[src/rtl/collision_pkg.sv]
// Shared types and code-space helpers for the collision event scheduler.
package collision_pkg;

    localparam int unsigned NUM_FIXED_EVENTS  = 3;
    localparam int unsigned NUM_SHOTS_DEFAULT = 3;
    localparam int unsigned NUM_EVENTS        = NUM_FIXED_EVENTS + 2 * NUM_SHOTS_DEFAULT;
    localparam int unsigned SHOT_ENEMY_BASE   = NUM_FIXED_EVENTS;

    typedef enum logic [3:0] {
        EvTowerPlayer  = 4'd0,
        EvTowerEnemyHu = 4'd1,
        EvShotHd       = 4'd2,
        EvShotEnemy0   = 4'd3
    } event_code_e;

    typedef enum logic {
        StIdle,
        StPresent
    } disp_state_e;

    function automatic int unsigned num_events(int unsigned num_shots);
        return NUM_FIXED_EVENTS + 2 * num_shots;
    endfunction

    function automatic int unsigned shot_box_base(int unsigned num_shots);
        return SHOT_ENEMY_BASE + num_shots;
    endfunction

endpackage

[src/rtl/collision_prio_enc.sv]
// Lowest-set-bit priority encoder: index of the lowest set bit plus an any-set flag.
module collision_prio_enc #(
    parameter int unsigned Width = 9,
    parameter int unsigned IdxW  = 4
) (
    input  logic [Width-1:0] vec_i,
    output logic [IdxW-1:0]  idx_o,
    output logic             valid_o
);

    // Scan downwards so the lowest set bit is the last one written.
    always_comb begin
        idx_o   = '0;
        valid_o = 1'b0;
        for (int i = Width - 1; i >= 0; i--) begin
            if (vec_i[i]) begin
                idx_o   = IdxW'(i);
                valid_o = 1'b1;
            end
        end
    end

endmodule

[src/rtl/collision_event_scheduler.sv]
// Banks per-frame collision events and dispatches the closed frame over valid/ready.
// Optional accepted-event counter enabled by defining COLLISION_STATS_EN.
module collision_event_scheduler
    import collision_pkg::*;
#(
    parameter int unsigned NUM_SHOTS = 3,
    parameter int unsigned EVT_W     = 4
) (
    input  logic                 clk,
    input  logic                 reset,
    input  logic                 startOfFrame,
    input  logic                 towerPlayerCollision,
    input  logic                 TowerEnemyHUCollision,
    input  logic                 ShotHeadsDownCollision,
    input  logic [NUM_SHOTS-1:0] ShotEnemyCollision,
    input  logic [NUM_SHOTS-1:0] ShotBoxCollision,
    input  logic                 event_ready,
    output logic                 event_valid,
    output logic [EVT_W-1:0]     event_id,
    output logic                 overflow,
    output logic                 busy
`ifdef COLLISION_STATS_EN
    ,
    output logic [7:0]           event_count
`endif
);

    localparam int unsigned NE = num_events(NUM_SHOTS);

    logic [NE-1:0]    in_vec;
    logic [NE-1:0]    capture_q, capture_d;
    logic [NE-1:0]    pending_q, pending_d;
    logic [NE-1:0]    acc_mask;
    logic [NE-1:0]    pend_after_acc;
    logic             overflow_q, overflow_d;
    logic             valid_q;
    logic [EVT_W-1:0] id_q;
    logic             accept;
    logic [EVT_W-1:0] enc_idx;
    logic             enc_valid;
    disp_state_e      state_q;

    // Bit position equals event code.
    assign in_vec = {ShotBoxCollision, ShotEnemyCollision, ShotHeadsDownCollision,
                     TowerEnemyHUCollision, towerPlayerCollision};

    assign accept = valid_q & event_ready;

    always_comb begin
        acc_mask       = accept ? (NE'(1) << id_q) : '0;
        pend_after_acc = pending_q & ~acc_mask;
        pending_d      = pend_after_acc;
        capture_d      = capture_q | in_vec;
        overflow_d     = 1'b0;
        // Same-cycle inputs belong to the frame being closed.
        if (startOfFrame) begin
            pending_d  = pend_after_acc | capture_q | in_vec;
            capture_d  = '0;
            overflow_d = |pend_after_acc;
        end
    end

    // Encoding the next pending value lets the first event appear right after the boundary.
    collision_prio_enc #(
        .Width (NE),
        .IdxW  (EVT_W)
    ) u_prio_enc (
        .vec_i   (pending_d),
        .idx_o   (enc_idx),
        .valid_o (enc_valid)
    );

    always_ff @(posedge clk) begin
        if (reset) begin
            state_q    <= StIdle;
            valid_q    <= 1'b0;
            id_q       <= EVT_W'(EvTowerPlayer);
            overflow_q <= 1'b0;
            capture_q  <= '0;
            pending_q  <= '0;
        end else begin
            capture_q  <= capture_d;
            pending_q  <= pending_d;
            overflow_q <= overflow_d;
            case (state_q)
                StIdle: begin
                    if (enc_valid) begin
                        state_q <= StPresent;
                        valid_q <= 1'b1;
                        id_q    <= enc_idx;
                    end
                end
                StPresent: begin
                    // A stalled presentation is never replaced, even by a higher-priority merge.
                    if (event_ready) begin
                        if (enc_valid) begin
                            id_q <= enc_idx;
                        end else begin
                            state_q <= StIdle;
                            valid_q <= 1'b0;
                        end
                    end
                end
                default: begin
                    state_q <= StIdle;
                    valid_q <= 1'b0;
                end
            endcase
        end
    end

    assign event_valid = valid_q;
    assign event_id    = id_q;
    assign overflow    = overflow_q;
    assign busy        = |pending_q;

`ifdef COLLISION_STATS_EN
    logic [7:0] count_q;

    always_ff @(posedge clk) begin
        if (reset) begin
            count_q <= 8'd0;
        end else if (accept && (count_q != 8'hFF)) begin
            count_q <= count_q + 8'd1;
        end
    end

    assign event_count = count_q;
`endif

endmodule

[config.mk]
export PLATFORM = sky130hd
export DESIGN_NAME = collision_event_scheduler
export DESIGN_NICKNAME = d
export VERILOG_FILES = /design/src/rtl/collision_pkg.sv /design/src/rtl/collision_prio_enc.sv /design/src/rtl/collision_event_scheduler.sv
export SDC_FILE = /design/constraint.sdc
export NUM_CORES = 1
export LEC_CHECK = 0
export CORE_MARGIN = 10
export CORE_UTILIZATION = 50
export DETAILED_ROUTE_END_ITERATION = 10
export PLACE_DENSITY_LB_ADDON = 0.15
export SYNTH_ARGS = -nofsm -noshare
export SYNTH_HDL_FRONTEND = slang
export SYNTH_HIERARCHICAL = 1
export SYNTH_SLANG_ARGS = --single-unit
[constraint.sdc]
create_clock -name clk -period 3.3 [get_ports clk]
set_input_delay 0.99 -clock clk [delete_from_list [all_inputs] [get_ports clk]]
set_output_delay 0.99 -clock clk [all_outputs]
set_load 0.02 [all_outputs]
==> impl_metrics.ini <==
[timing]
fmax_ghz = 0.332
finalSetupViolations = 0
clock_skew_ns = 0.00198
relSlewSlack_pct = 72.5
tns_ns = 0
rsz0062_at_grt = false
fin_crit_ns = 3.02
tightest_slew_ns = 0.412
whs_ns = 0.482
min_period_over_period_pct = 91.4
maxSlewViolCount = 0
finalHoldViolations = 0

[route]
drc = 0
via_per_inst = 5.59
drtPass1Iterations = 4
drtAntennaViolNets = 0
num_vias = 1062
drt_iter0_drc = 64
wl_mm = 2.72
wl_per_cell_um = 14.3

[cts]
clockRootBuffer = clkbuf_4
cts_tree = built
cts_buffer_depth = 2
holdBufCountCts = 0
h-tree-depth = 1
cts_resized = 0
cts_num_sinks = 25
cts_setup_buffers = 0
clk_latency_ns = 0.32
clkSlewWorstSetupHoldPaths_ns = 0.13
cts_buffers = 3

[layout]
fillCellCount = 218
multiInputGateArea_um2 = 572
seq_area_um2 = 500
antenna_cells = 0
final_area_mm2 = 0.00141
stdcell_count = 190
drive_gt1_share_pct = 9.88
nets = 176
area_growth_pct = 25.4

[pwr]
ir_drop_uv = 277
cellLeakagePower_nw = 0.576
power_density_mw_per_mm2 = 431

[yosys]
ys_seq_area_share_pct = 44.4
post-synth-top-area-cell = dfxtp_1
synth.distinct_cells = 33
synth_edf_count = 0
synth_ff_type = dfxtp_1
syn-cell-area_mm2 = 0.00113
synthArstFlopShare_pct = 0
synthTopCellsByArea = dfxtp_1, nor2_1, a21oi_1, o21ai_0, nand2_1
synth_fp_nets = 150
synth_top_cell_area_share_pct = 44.4
yosysWarnings = 6
ys_ff_latch = 25
yosysMostFrequentCell = dfxtp_1
ys_top_cells_by_count = dfxtp_1, nor2_1, a21oi_1, o21ai_0, nand2_1
netlist_instances = 137
syn_area_per_cell_um2 = 8.23

[run_status]
status = finished, final reports clean

[place]
dp_hpwl_mm = 2.12
dpl.cell_count = 186
place_area_mm2 = 0.00139
portBuffers = 19
place_congestion = 0.840

[grt]
antenna_found_initial = 0
grt.overflow.total = 0
grt_pass1_vias = 972
grt_first_pass_wirelength_mm = 4.35
grt_start_max_net_pins = 18
grt_use_total_pct = 12.3

[die]
num_rows = 17
die_x_um = 67.5
die_y_um = 67.5
start_util_pct = 52.0
core_area_mm2 = 0.00217
boundaryPins = 20
die_area_mm2 = 0.00455

[worst_setup_path]
worstSetupPathType = in -> reg
path_max_fanout = 5
cp_cell_sequence = clkdlybuf4s50_1 > nand4b_1 > buf_4 > o21ai_0 > nand2_1 > nor4_2 > nand3b_1 > nand2_1 > mux2i_1 > nor2_1
r2r_cells = 8
cp.arrival_ns = 3.24
required_ns = 3.53
crit_top_cell = nand2_1
cp-start-kind = input port
cp_slowest_cell = clkdlybuf4s50_1
max_stage_delay_ns = 0.53
setup.worst_path.end_class = flip-flop

[job]
drv_cap = 0

[worst_hold_path]
whs_path_depth = 2
min_path_type = reg -> reg
-- final timing paths --
check,start,to,slack (ns)
setup reg to reg,event_id[0],event_id[1],0.99
setup / recovery,event_ready,event_id[1],0.28
hold / removal,capture_q[8],capture_q[8],0.48
hold reg to reg,capture_q[8],capture_q[8],0.48
-- sequential cells by signal, summed over array words and instances (netlist names) --
signal / cells
capture_q: 9
event_id: 4
event_valid: 1
overflow: 1
pending_q: 9
state_q: 1
-- layout by cell type (no fill, tap or decap), types with 2 or more instances in the layout --
| master | count |
|---|---|
| buf_4 | 8 |
| nor3_1 | 2 |
| mux2i_1 | 3 |
| o21ai_0 | 12 |
| and3_1 | 2 |
| or3_1 | 2 |
| clkbuf_4 | 3 |
| o31ai_1 | 3 |
| clkdlybuf4s50_1 | 19 |
| nand2_1 | 11 |
| or2_2 | 3 |
| dfxtp_1 | 25 |
| nand4b_1 | 2 |
| inv_1 | 8 |
| a22o_1 | 2 |
| a311oi_1 | 2 |
| nor4_2 | 2 |
| mux2_1 | 2 |
| nor2b_1 | 5 |
| nor2_1 | 20 |
| a21oi_1 | 12 |
| nand3_1 | 2 |
-- critical path: cells and delay by family --
family	cells	cell delay (ns)
AND/OR/NAND/NOR	6	1.11
AO/OA/AOI/OAI	1	0.20
multiplexers	1	0.23
buffers and inverters	2	0.72
-- layer usage --
layer | vias up | part of all wire [%] | track usage [%]
met2 | 40 | 47 | 20.2
met1 | 484 | 43 | 14.8
li1 | 531 | - | -
met3 | 7 | 8.4 | 2.81
met5 | - | 0 | 0
met4 | 0 | 2.0 | 6.15
-- kinds of logic (layout without fill, tap and decap cells) --
kind of cell | after synthesis | in the layout | synth area share (%)
buffers and inverters | 14 | 39 | 4.88
DFF | 25 | 25 | 44.4
AOI/OAI and AO/OA | 37 | 37 | 20.1
and+or+nand+nor | 56 | 56 | 26.0
muxes | 5 | 5 | 4.66
-- cell type report --
class                   count  area share (%)
well taps                  28            2.48
multi-input cells          98            40.4
clock buffers               4            1.86
inverters                   8            2.12
repair buffers             27            17.7
flip-flops and latches     25            35.4
-- power breakdown --
group	internal, mW	switching [mW]
sequential	0.321	0.0183
combinational	0.0652	0.0666
clock	0.0474	0.0910
total	0.434	0.176
-- metrics by stage --
| stage | worst slack, ns | power [mW] | utilization (%) |
|---|---|---|---|
| 2_1_floorplan | 0.627 | 0.422 | - |
| 3_3_place_gp | 0.00872 | 0.473 | 64.0 |
| 3_5_place_dp | -0.0544 | 0.477 | 64.0 |
| 4_1_cts | 0.298 | 0.615 | 65.2 |
| 5_1_grt | 0.0804 | 0.641 | 65.2 |
| 6_report | 0.285 | 0.610 | 65.2 |
(Power assumes the default switching activity.)
